### src/rtl/zq_video_pkg.sv
// Shared constants for the video dither output stage: widths, sync idle levels
// and the 4x4 Bayer threshold matrix.
package zq_video_pkg;

    localparam int IN_W_DEF  = 8;
    localparam int OUT_W_DEF = 4;

    localparam logic SYNC_IDLE = 1'b1;
    localparam logic DE_IDLE   = 1'b0;
    localparam logic BLANK_IDLE = 1'b0;

    localparam logic [3:0] BAYER [4][4] = '{
        '{4'd0,  4'd8,  4'd2,  4'd10},
        '{4'd12, 4'd4,  4'd14, 4'd6 },
        '{4'd3,  4'd11, 4'd1,  4'd9 },
        '{4'd15, 4'd7,  4'd13, 4'd5 }
    };

    function automatic logic [3:0] bayer_thr(input logic [1:0] y, input logic [1:0] x);
        return BAYER[y][x];
    endfunction

endpackage

### src/rtl/zq_dither_ch.sv
// One colour channel of the second pipeline stage: threshold add, saturate,
// truncate to pin width and force to zero outside the active area.
module zq_dither_ch
    import zq_video_pkg::*;
#(
    parameter int P_IN_W  = IN_W_DEF,
    parameter int P_OUT_W = OUT_W_DEF
) (
    input  logic               clk_v,
    input  logic               rst,
    input  logic [P_IN_W-1:0]  c,
    input  logic [3:0]         thr,
    input  logic               dither_en,
    input  logic               de,
    output logic [P_OUT_W-1:0] o_c
);

    logic [P_IN_W:0]    sum_next;
    logic [P_IN_W-1:0]  sat_next;
    logic [P_OUT_W-1:0] out_next;
    logic [P_OUT_W-1:0] out_reg;

    always_comb begin
        sum_next = {1'b0, c} + {{(P_IN_W - 3){1'b0}}, (dither_en ? thr : 4'd0)};
        // Carry out means the channel overflowed; clamp rather than wrap.
        sat_next = sum_next[P_IN_W] ? {P_IN_W{1'b1}} : sum_next[P_IN_W-1:0];
        out_next = de ? sat_next[P_IN_W-1 -: P_OUT_W] : '0;
    end

    always_ff @(posedge clk_v) begin
        if (rst) begin
            out_reg <= '0;
        end else begin
            out_reg <= out_next;
        end
    end

    assign o_c = out_reg;

endmodule

### src/rtl/zq_video_dither_out.sv
// VGA pin driver: registers video, derives Bayer position counters and dithers
// 8-bit RGB down to 4-bit pins with a fixed two-cycle latency.
module zq_video_dither_out
    import zq_video_pkg::*;
#(
    parameter int P_IN_W     = IN_W_DEF,
    parameter int P_OUT_W    = OUT_W_DEF,
    parameter int P_TEMPORAL = 1
) (
    input  logic               clk_v,
    input  logic               rst,
    input  logic               i_dither_en,
    input  logic               i_blank_x,
    input  logic               i_hsync_x,
    input  logic               i_vsync_x,
    input  logic [P_IN_W-1:0]  i_vr,
    input  logic [P_IN_W-1:0]  i_vg,
    input  logic [P_IN_W-1:0]  i_vb,
    output logic               o_de,
    output logic               o_hsync_x,
    output logic               o_vsync_x,
    output logic [P_OUT_W-1:0] o_vr,
    output logic [P_OUT_W-1:0] o_vg,
    output logic [P_OUT_W-1:0] o_vb
);

    logic [2:0][P_IN_W-1:0]  color_in;
    logic [2:0][P_IN_W-1:0]  color_reg;
    logic [2:0][P_OUT_W-1:0] color_out;

    logic       blank_reg, hsync_reg, vsync_reg, dither_en_reg;
    logic [3:0] thr_reg;
    logic [1:0] xq_reg, yq_reg, frame_reg;
    logic       de_out_reg, hsync_out_reg, vsync_out_reg;

    logic       blank_fall, vsync_fall;
    logic [1:0] fq;
    logic [1:0] xq_next, yq_next, frame_next;
    logic [3:0] thr_next;

    assign color_in = {i_vb, i_vg, i_vr};

    always_comb begin
        blank_fall = blank_reg & ~i_blank_x;
        vsync_fall = vsync_reg & ~i_vsync_x;
        fq         = (P_TEMPORAL != 0) ? frame_reg : 2'd0;
        thr_next   = bayer_thr(yq_reg, xq_reg ^ fq);

        xq_next    = i_blank_x ? xq_reg + 2'd1 : 2'd0;
        frame_next = vsync_fall ? frame_reg + 2'd1 : frame_reg;
        // A vsync edge landing on the end of a line must leave the row at zero.
        if (vsync_fall) begin
            yq_next = 2'd0;
        end else if (blank_fall) begin
            yq_next = yq_reg + 2'd1;
        end else begin
            yq_next = yq_reg;
        end
    end

    always_ff @(posedge clk_v) begin
        if (rst) begin
            color_reg     <= '0;
            blank_reg     <= BLANK_IDLE;
            hsync_reg     <= SYNC_IDLE;
            vsync_reg     <= SYNC_IDLE;
            dither_en_reg <= 1'b0;
            thr_reg       <= '0;
            xq_reg        <= '0;
            yq_reg        <= '0;
            frame_reg     <= '0;
            de_out_reg    <= DE_IDLE;
            hsync_out_reg <= SYNC_IDLE;
            vsync_out_reg <= SYNC_IDLE;
        end else begin
            color_reg     <= color_in;
            blank_reg     <= i_blank_x;
            hsync_reg     <= i_hsync_x;
            vsync_reg     <= i_vsync_x;
            dither_en_reg <= i_dither_en;
            thr_reg       <= thr_next;
            xq_reg        <= xq_next;
            yq_reg        <= yq_next;
            frame_reg     <= frame_next;
            de_out_reg    <= blank_reg;
            hsync_out_reg <= hsync_reg;
            vsync_out_reg <= vsync_reg;
        end
    end

    generate
        for (genvar gi = 0; gi < 3; gi++) begin : g_ch
            zq_dither_ch #(
                .P_IN_W  (P_IN_W),
                .P_OUT_W (P_OUT_W)
            ) u_ch (
                .clk_v     (clk_v),
                .rst       (rst),
                .c         (color_reg[gi]),
                .thr       (thr_reg),
                .dither_en (dither_en_reg),
                .de        (blank_reg),
                .o_c       (color_out[gi])
            );
        end
    endgenerate

    assign o_de      = de_out_reg;
    assign o_hsync_x = hsync_out_reg;
    assign o_vsync_x = vsync_out_reg;
    assign o_vr      = color_out[0];
    assign o_vg      = color_out[1];
    assign o_vb      = color_out[2];

endmodule

### config.mk
export PLATFORM = sky130hd
export DESIGN_NAME = zq_video_dither_out
export DESIGN_NICKNAME = d
export VERILOG_FILES = /design/src/rtl/zq_video_pkg.sv /design/src/rtl/zq_dither_ch.sv /design/src/rtl/zq_video_dither_out.sv
export SDC_FILE = /design/constraint.sdc
export NUM_CORES = 1
export LEC_CHECK = 0
export BUFFER_PORTS_ARGS = -buffer_cell sky130_fd_sc_hd__buf_2
export CAP_MARGIN = 20
export CORE_MARGIN = 4
export CORE_UTILIZATION = 52
export CTS_BUF_LIST = sky130_fd_sc_hd__clkbuf_8 sky130_fd_sc_hd__clkbuf_16
export CTS_CLUSTER_SIZE = 25
export DETAILED_ROUTE_END_ITERATION = 6
export PLACE_DENSITY_LB_ADDON = 0.12
export RECOVER_POWER = 100
export SYNTH_ARGS = -nofsm -noshare
export SYNTH_HDL_FRONTEND = slang
export SYNTH_HIERARCHICAL = 1
export SYNTH_SLANG_ARGS = --single-unit
### constraint.sdc
create_clock -name clk_v -period 1.89 [get_ports clk_v]
set_input_delay 0.378 -clock clk_v [delete_from_list [all_inputs] [get_ports clk_v]]
set_output_delay 0.378 -clock clk_v [all_outputs]
set_load 0.01 [all_outputs]
---- After elaboration in Yosys (flattened, before gate mapping) ----
Index checks and enable logic that the tools add are counted.
cells by class
  $add $sub $neg .......................... 6
  magnitude comparators ................... 2
  muxes and demuxes ....................... 10
  bitwise gates (word level) .............. 8
  reduce and logical (&&, ||, !) cells .... 3
operators with widths
  cell                                                           number
  16-bit binary-select mux with 2-bit select                     1
  16-bit two-way mux                                             2
  8-bit by 4-bit adder with 9-bit output                         3
  8-bit two-way mux                                              3
  4-bit two-way mux                                              3
  4-bit binary-select mux with 2-bit select                      1
  2-bit by 1-bit adder with 2-bit output, second input constant  3
  3-bit greater-or-equal comparator, second input constant       2
  2-bit inverter with 3-bit output                               2
  2-bit OR reduction                                             3
  1-bit inverter                                                 3
  1-bit bitwise AND                                              2
  2-bit bitwise XOR                                              1
storage, ports and cells
  register bits ........................... 53
  output and inout bits ................... 15
  word-level logic and storage cells ...... 46

---- Logic depth before layout (Yosys ltp) ----
Gate-level depths: netlist (run 1).
  depth after elaboration ................. 7
  mapped depth ............................ 6

---- Hierarchy ----
Netlist (run 1), hierarchy kept.
by module, submodules not included
  module               times used  cells an instance  area each (um^2)
  zq_video_dither_out  1           104                1222.4
  zq_dither_ch         3           29                 265.3

---- Worst setup path before layout (run 1) ----
No wires, ideal clock.
  kind .................................... register -> register
  start point ............................. register dither_en_reg
  end point ............................... register g_ch[0].u_ch.out_reg[2]
  library setup time ...................... 121 ps
  arrival ................................. 1461 ps
  required time ........................... 1769 ps
  path slack .............................. 308 ps
  cell stages (with the launch flop) ...... 7
  clock period less this slack ............ 1582 ps
  cell sequence ........................... dfxtp_1 > and2_2 > ha_1 > nand4_1 > a22oi_2 > nor4b_2 > nor3_1
on the way
  word-level cells in the longest chain between the ends .. 3
RTL lines
  what                                    line                       text
  start, declared                         zq_video_dither_out.sv:31  logic blank_reg, hsync_reg, vsync_reg, dither_en_reg;
  start signal, assigned                  zq_video_dither_out.sv:80  dither_en_reg <= i_dither_en;
  4-bit two-way mux                       zq_dither_ch.sv:24         sum_next = {1'b0, c} + {{(P_IN_W - 3){1'b0}}, (dither_en ? thr : 4'd0)};
  8-bit by 4-bit adder with 9-bit output  zq_dither_ch.sv:24
  8-bit two-way mux                       zq_dither_ch.sv:26         sat_next = sum_next[P_IN_W] ? {P_IN_W{1'b1}} : sum_next[P_IN_W-1:0];
  end signal, assigned                    zq_dither_ch.sv:34         out_reg <= out_next;
  end, declared                           zq_dither_ch.sv:21         logic [P_OUT_W-1:0] out_reg;
Every way passes these cells.
A chain may end at the register's enable or synchronous reset.

---- Worst setup path in the final report (run 1) ----
  start point ............................. register dither_en_reg
  end point ............................... register g_ch[1].u_ch.out_reg[2]
on the way
  word-level cells in the longest chain between the ends .. 3
RTL lines
  what                                    line
  4-bit two-way mux                       zq_dither_ch.sv:24
  8-bit by 4-bit adder with 9-bit output  zq_dither_ch.sv:24
  8-bit two-way mux                       zq_dither_ch.sv:26
  end signal, assigned                    zq_dither_ch.sv:34
  end, declared                           zq_dither_ch.sv:21
Every way passes these cells.

==> results.yml, run 1 <==
die:
  die_y_um: 70.3
  die_w_um: 70.3
  coreArea_sq_um: 3720
  die_area_sq_um: 4940
  start_util: 0.543
  rows: 22
  pin_count: 45
finish:
  final_cell_area_sq_um: 2370
  stdcell_count: 291
  antennaDiodeCount: 0
  largest_reg_flops: 24
  utilization: 0.638
  mostFrequentLayoutCell: "dfxtp_1"
  layout.cells.most_common_list: "dfxtp_1 (53), buf_2 (28), nor2b_1 (21)"
  final_nets: 284
  fill_cells: 329
  drive_gt1_frac: 0.239
  area_growth_pct: 17.5
timing:
  period_needed_ns: 1.80
  setup_tns_ns: 0
  hold_violations: 0
  skew_ns: 0.00430
  relSlewSlack: 0.284
  drv_slew: 0
  tightest_slew_ns: 1.07
  max_freq_mhz: 557
  setup_violations: 0
  rsz0062_at_grt: "no"
  period_share: 0.950
  finalWorstSetupSlack_ns: 0.0936
clock_network:
  cts_sinks: 53
  cts_tree: "built"
  clk_latency_ns: 0.29
  cts_setup_buffers: 0
  cts_inserted_buffers: 5
  cts_root_buffer: "clkbuf_8"
  clk_pin_slew_ns: 0.08
  cts_hold_buffers: 0
  htreeDepth: 2
  cts_resized: 0
  clock_path_buffers: 2
grt:
  grtUsageTotal: 0.153
  grt_overflow: 0
  antenna_found_initial: 0
  grt_pass1_vias: 1494
  grt_max_degree: 29
  grt_first_pass_wirelength_um: 6060
worst_setup_path:
  crit_type: "register to register"
  cp_num_buf_inv: 0
  slowest_stage: "dfxtp_1"
  critical_path.cell_chain: "and2_2 -> ha_1 -> nand4_1 -> a22oi_2 -> nor4b_2 -> nor3_1"
  crit_path_end_kind: "register"
  cp_data_arrival_time_ns: 1.98
  startpoint_type: "register"
  crit_family: "simple AND/OR/NAND/NOR gates"
  max_stage_delay_ns: 0.40
  cp_max_fo: 12
  required_ns: 2.08
synth:
  synth-seq-area-share: 0.526
  ys_warn_count: 6
  ys_types: 29
  synthesis.nets: 232
  synth_area_sq_um: 2020
  synth_cells: 191
  synth_seq_cells: 53
  synth_area_per_cell_sq_um: 10.6
detailed_routing:
  drc: 0
  first_iter_violations: 41
  routedWlPerCell_um: 11.9
  ant_nets: 0
  vias: 1460
  via_per_inst: 5.02
  dr.pass1.iters: 4
  totalWireLength_um: 3470
placement:
  port_buffers: 44
  pre_cts_ws_ns: 0.111
  placedCellCount: 280
  hpwl_um: 2620
  place.gp.congestion: 0.839
  dpl_cell_area_sq_um: 2290
pwr:
  p_per_area_nw_per_um2: 820
  p_leak_nw: 1.00
  vdd_drop_max_mv: 0.488
job:
  cap_violations: 0
hold_path:
  hold_class: "input port to register"
outcome:
  outcome: "completed"
[worst paths after layout]
kind	from	end	slack (ns)	cells past startpoint
hold reg to reg	hsync_reg	o_hsync_x	0.44	1
hold / removal	i_hsync_x	hsync_reg	0.26	2
setup reg to reg	dither_en_reg	g_ch[1].u_ch/o_c[2]	0.09	6
setup / recovery	dither_en_reg	g_ch[1].u_ch/o_c[2]	0.09	6
[through the flow]
step / hold slack (ns) / power [W]
6_report: 0.262 / 0.00194
5_1_grt: 0.258 / 0.00205
4_1_cts: 0.253 / 0.00197
3_5_place_dp: 0.413 / 0.00137
3_3_place_gp: 0.400 / 0.00136
2_1_floorplan: 0.389 / 0.00131
[cell families after synthesis]
logic type,Yosys count,synth area share
multiplexers,1,0.00496
AND/OR/NAND/NOR,78,0.240
adder cells (fa/ha/maj),11,0.0682
flip-flops,53,0.526
XOR/XNOR,7,0.0304
AO/OA/AOI/OAI,28,0.104
buffers and inverters,13,0.0267
[power by group]
part           internal, W  total [W]  switching [W]  leakage (nW)
clock network     0.000285   0.000604       0.000319        0.0485
logic            0.0000738   0.000134      0.0000601         0.515
registers          0.00117    0.00121      0.0000401         0.437
total              0.00152    0.00194       0.000419          1.00
[Yosys cell counts]
master	number	share of area
clkbuf_2	1	0.0025
or2_2	4	0.012
ha_1	11	0.068
xor2_1	3	0.013
nand2b_1	4	0.012
a21oi_1	3	0.0074
a31oi_1	6	0.019
mux2i_1	1	0.0050
nor4b_2	3	0.022
dfxtp_1	53	0.53
buf_4	1	0.0037
a41oi_1	3	0.013
nand2_1	3	0.0056
nand4_1	3	0.0093
nor2_1	12	0.022
nor2b_1	21	0.065
clkbuf_1	2	0.0037
o21ai_0	3	0.0074
nand3_1	3	0.0074
and2_2	9	0.033
nand3b_1	1	0.0037
a211oi_1	4	0.015
o21bai_1	3	0.011
nor3_1	8	0.020
a21oi_2	3	0.013
and2b_1	7	0.026
a22oi_2	3	0.019
inv_1	9	0.017
xnor2_1	4	0.017
[final cells by class]
cell class	count	area, sq um	share of cell area
Inverter	9	33.8	0.0142
Sequential cell	53	1060	0.447
Timing Repair Buffer	49	230	0.0971
Multi-Input combinational cell	125	900	0.379
Clock buffer	6	82.6	0.0348
Clock inverter	1	3.75	0.00158
Tap cell	48	60.1	0.0253
[metal layers]
layer / GRT usage / routed length [um] / up-vias
met5: 0 / 0 / -
met3: 0.0676 / 236 / 8
li1: - / - / 749
met4: 0.0745 / 76 / 0
met1: 0.152 / 1490 / 661
met2: 0.270 / 1670 / 42
Note: power is estimated with default switching activity, not from simulation.
==> run 2, diff against run 1 <==
--- a/config.mk
+++ b/config.mk
@@ -6,14 +6,14 @@
 export NUM_CORES = 1
 export LEC_CHECK = 0
 export BUFFER_PORTS_ARGS = -buffer_cell sky130_fd_sc_hd__buf_2
-export CAP_MARGIN = 20
 export CORE_MARGIN = 4
-export CORE_UTILIZATION = 52
+export CORE_UTILIZATION = 46
 export CTS_BUF_LIST = sky130_fd_sc_hd__clkbuf_8 sky130_fd_sc_hd__clkbuf_16
 export CTS_CLUSTER_SIZE = 25
 export DETAILED_ROUTE_END_ITERATION = 6
 export PLACE_DENSITY_LB_ADDON = 0.12
 export RECOVER_POWER = 100
+export SKIP_LAST_GASP = 1
 export SYNTH_ARGS = -nofsm -noshare
 export SYNTH_HDL_FRONTEND = slang
 export SYNTH_HIERARCHICAL = 1
==> results.yml, run 2 (synthesis gave the netlist of run 1 again) <==
worst_setup_path:
  max_stage_delay_ns: 0.37
  required_ns: 2.07
  cp_max_fo: 12
  startpoint_type: "register"
  r2r_slack_ns: 0.13
  crit_type: "register to register"
  slowest_stage: "dfxtp_2"
  rr_endpoint: "g_ch[2].u_ch/o_c[2]"
  crit_start: "dither_en_reg"
  cp-endpoint: "g_ch[2].u_ch/o_c[2]"
  cp_data_arrival_time_ns: 1.94
  rr_worst_depth: 7
  critical_path.cell_chain: "and2_2 -> ha_1 -> nand4_1 -> a22oi_2 -> buf_4 -> nor4b_1 -> nor3_1"
  crit_path_end_kind: "register"
  timing.rr.start: "dither_en_reg"
timing:
  setup_violations: 0
  max_freq_mhz: 568
  period_share: 0.931
  rsz0062_at_grt: "no"
  period_needed_ns: 1.76
  skew_ns: 0.00687
  relSlewSlack: 0.581
  tightest_slew_ns: 0.629
  setup_tns_ns: 0
  finalWorstSetupSlack_ns: 0.130
  drv_slew: 0
  hold_violations: 0
grt:
  grt_max_degree: 18
  antenna_found_initial: 0
  grt_overflow: 0
  grt_pass1_vias: 1269
  grt_first_pass_wirelength_um: 5430
  grtUsageTotal: 0.128
placement:
  dpl_cell_area_sq_um: 2300
  place.gp.congestion: 0.801
  hpwl_um: 2460
  pre_cts_ws_ns: 0.114
  port_buffers: 44
finish:
  area_growth_pct: 16.6
  antennaDiodeCount: 0
  drive_gt1_frac: 0.227
  mostFrequentLayoutCell: "dfxtp_1"
  final_cell_area_sq_um: 2350
  utilization: 0.572
  layout.cells.most_common_list: "dfxtp_1 (52), buf_2 (28), nor2b_1 (21)"
  largest_reg_flops: 24
  final_nets: 282
pwr:
  switchingPower_w: 0.000431
  swShare: 0.224
  vdd_drop_max_mv: 0.377
  p_leak_nw: 0.992
  seqPwrFrac: 0.627
  p_per_area_nw_per_um2: 817
  p_comb_frac: 0.069
  p_int_w: 0.00149
  p_clk_frac: 0.304
die:
  pin_count: 45
  coreArea_sq_um: 4120
  start_util: 0.490
  rows: 23
  die_area_sq_um: 5510
  die_w_um: 74.2
  die_y_um: 74.2
clock_network:
  cts_root_buffer: "clkbuf_8"
  htreeDepth: 2
  clock_path_buffers: 2
  cts_sinks: 53
  cts_hold_buffers: 0
  clk_pin_slew_ns: 0.09
  clk_latency_ns: 0.29
  cts_inserted_buffers: 5
  cts_tree: "built"
detailed_routing:
  totalWireLength_um: 3280
  routedWlPerCell_um: 11.2
  dr.pass1.iters: 5
  ant_nets: 0
  via_per_inst: 4.77
  vias: 1392
  first_iter_violations: 64
  drc: 0
outcome:
  outcome: "completed"
hold_path:
  min-delay-start: "i_hsync_x"
  hold_class: "input port to register"
job:
  cap_violations: 0
## run 2: layout make-up
class                      count  area (sq um)
clock buffer                   5          68.8
clock inverter                 3          15.0
fill                         390          1760
inverter                       9          33.8
multi-input combinational    125           896
sequential                    53          1060
tap                           50          62.6
timing repair buffer          47           215
## run 2: power by group through the flow
stage	Combinational, W	Clock [W]	Sequential, W
floorplan	0.0000863	0	0.00122
global placement	0.000136	0	0.00123
detailed placement	0.000138	0	0.00123
CTS	0.000139	0.000615	0.00121
global route	0.000153	0.000669	0.00121
finish	0.000133	0.000584	0.00121
## run 2: worst min-delay path by stage
stage,to,slack (ns),cells after the start
3_5_place_dp,o_hsync_x,0.40,1
2_1_floorplan,o_hsync_x,0.39,1
5_1_grt,hsync_reg,0.24,2
6_report,hsync_reg,0.26,2
4_1_cts,hsync_reg,0.25,2
3_3_place_gp,o_hsync_x,0.39,1
## run 2: worst max-delay path, delay by kind of cell, from the launching register on
kind            cells  cell delay [ns]
compound gates      1             0.21
fa+ha+maj           1             0.27
buf+inv             1             0.17
flops               1             0.37
simple gates        4             0.63
## run 2: repair_timing
item	4_1_cts	5_1_grt
setup buffers	0	1
setup endpoints to repair	0	2
resized for setup	0	2
## run 2: through the flow
| stage | hold WS [ns] | instances | total power (W) |
|---|---|---|---|
| 3_3_place_gp | 0.393 | 283 | 0.00137 |
| 4_1_cts | 0.250 | 291 | 0.00196 |
| 5_1_grt | 0.241 | 292 | 0.00204 |
| 6_report | 0.262 | 292 | 0.00192 |
| 2_1_floorplan | 0.389 | 191 | 0.00131 |
| 3_5_place_dp | 0.397 | 283 | 0.00137 |
## run 2: routing by layer
metal  track usage  routed length (um)  vias up
met1         0.162                1590      618
met5             0                   0        -
li1              -                   -      743
met2         0.206                1470       29
met4        0.0415                  20        0
met3        0.0446                 195        2
==> run 3, diff against run 2 <==
--- a/config.mk
+++ b/config.mk
@@ -9,7 +9,6 @@
 export CORE_MARGIN = 4
 export CORE_UTILIZATION = 46
 export CTS_BUF_LIST = sky130_fd_sc_hd__clkbuf_8 sky130_fd_sc_hd__clkbuf_16
-export CTS_CLUSTER_SIZE = 25
 export DETAILED_ROUTE_END_ITERATION = 6
 export PLACE_DENSITY_LB_ADDON = 0.12
 export RECOVER_POWER = 100
==> constraint.sdc (replaced) <==
create_clock -name clk_v -period 1.89 [get_ports clk_v]
set_input_delay 0.189 -clock clk_v [delete_from_list [all_inputs] [get_ports clk_v]]
set_output_delay 0.189 -clock clk_v [all_outputs]
set_load 0.01 [all_outputs]
==> results.yml, run 3 (synthesis gave the netlist of run 1 again) <==
outcome:
  outcome: "completed"
detailed_routing:
  first_iter_violations: 34
  via_per_inst: 4.73
  ant_nets: 0
  totalWireLength_um: 3330
  dr.pass1.iters: 3
  drc: 0
  routedWlPerCell_um: 11.5
  vias: 1372
grt:
  grtUsageMet3: 0.0419
  grt_use_met1: 0.155
  grt_first_pass_wirelength_um: 5370
  antenna_found_initial: 0
  grtUsageTotal: 0.129
  gr-max-usage-layer: "met2"
  grt_overflow: 0
  grt_pass1_vias: 1266
  use_met2: 0.209
  grt_max_degree: 31
placement:
  port_buffers: 44
  hpwl_um: 2450
  pre_cts_ws_ns: 0.121
  place.gp.congestion: 0.807
worst_setup_path:
  critical_path.cell_chain: "and2_2 -> ha_1 -> nand4_1 -> a22oi_2 -> nor4b_2 -> nor3_1"
  crit_type: "register to register"
  crit_start: "dither_en_reg"
  max_stage_delay_ns: 0.37
  crit_path_end_kind: "register"
  startpoint_type: "register"
  cp_max_fo: 12
  rr_worst_depth: 6
  rr_endpoint: "g_ch[0].u_ch/o_c[2]"
  timing.rr.start: "dither_en_reg"
  slowest_stage: "dfxtp_2"
  r2r_slack_ns: 0.16
  required_ns: 2.09
  cp_data_arrival_time_ns: 1.93
timing:
  finalWorstSetupSlack_ns: 0.164
  rsz0062_at_grt: "no"
  skew_ns: 0.0130
  tightest_slew_ns: 1.13
  relSlewSlack: 0.245
  setup_tns_ns: 0
  setup_violations: 0
  period_share: 0.913
  hold_violations: 0
  period_needed_ns: 1.73
  max_freq_mhz: 579
  drv_slew: 0
clock_network:
  cts_root_buffer: "clkbuf_8"
  clk_pin_slew_ns: 0.10
  cts_hold_buffers: 0
  clock_path_buffers: 2
  clk_latency_ns: 0.31
  cts_tree: "built"
  cts_inserted_buffers: 5
  htreeDepth: 2
  cts_sinks: 53
die:
  die_area_sq_um: 5510
  rows: 23
  die_w_um: 74.2
  die_y_um: 74.2
  coreArea_sq_um: 4120
  pin_count: 45
  start_util: 0.490
finish:
  final_nets: 280
  largest_reg_flops: 24
  mostFrequentLayoutCell: "dfxtp_1"
  drive_gt1_frac: 0.246
  antennaDiodeCount: 0
  layout.cells.most_common_list: "dfxtp_1 (52), buf_2 (28), nor2b_1 (21)"
  utilization: 0.583
  area_growth_pct: 18.9
hold_path:
  worstHoldPathCells: 2
  min-delay-start: "i_hsync_x"
  min_to: "hsync_reg"
  hold_class: "input port to register"
pwr:
  p_per_area_nw_per_um2: 924
  p_leak_nw: 1.00
  vdd_drop_max_mv: 0.407
job:
  cap_violations: 0
-- run 3: cell type report --
cell class / instances / area, sq um
Fill cell: 388 / 1720
Sequential cell: 53 / 1060
Multi-Input combinational cell: 125 / 903
Timing Repair Buffer: 45 / 204
Clock buffer: 5 / 68.8
Clock inverter: 3 / 65.1
Tap cell: 50 / 62.6
Inverter: 9 / 33.8
-- run 3: worst max-delay path: cells and delay by family, from the launching register on --
| family | cells | cell delay, ns |
|---|---|---|
| flops | 1 | 0.37 |
| simple gates | 4 | 0.63 |
| fa+ha+maj | 1 | 0.26 |
| compound gates | 1 | 0.37 |
-- run 3: worst max path at each step --
stage | to | slack, ns | cells after the start
2_1_floorplan | g_ch[0].u_ch/o_c[2] | 0.31 | 6
3_3_place_gp | g_ch[1].u_ch/o_c[2] | 0.18 | 6
3_5_place_dp | g_ch[0].u_ch/o_c[2] | 0.12 | 6
4_1_cts | g_ch[0].u_ch/o_c[2] | 0.11 | 6
5_1_grt | g_ch[0].u_ch/o_c[2] | 0.02 | 6
6_report | g_ch[0].u_ch/o_c[2] | 0.16 | 6
-- run 3: repair_timing --
item                                    4_1_cts  5_1_grt
endpoints found under the setup margin        0        2
setup buffers                                 0        0
resized for setup                             0        2
-- run 3: power breakdown --
| group | total, W | internal, W | switching [W] | leakage [nW] |
|---|---|---|---|---|
| clock network | 0.000878 | 0.000526 | 0.000353 | 0.0681 |
| registers | 0.00121 | 0.00117 | 0.0000398 | 0.437 |
| logic | 0.000132 | 0.0000735 | 0.0000586 | 0.499 |
-- run 3: metrics by stage --
step / hold WS (ns) / cell area (sq um) / std cells / total power (W)
global route: 0.0512 / 2400 / 290 / 0.00231
finish: 0.0520 / 2400 / 290 / 0.00222
floorplan: 0.293 / 2020 / 191 / 0.00131
detailed placement: 0.377 / 2290 / 282 / 0.00137
global placement: 0.374 / 2290 / 282 / 0.00137
CTS: 0.0475 / 2420 / 290 / 0.00224
-- run 3: metal layers --
metal	vias to the layer above	wire length, um
met5	-	0
met4	0	47
met3	6	251
met2	30	1480
met1	596	1550
li1	740	-
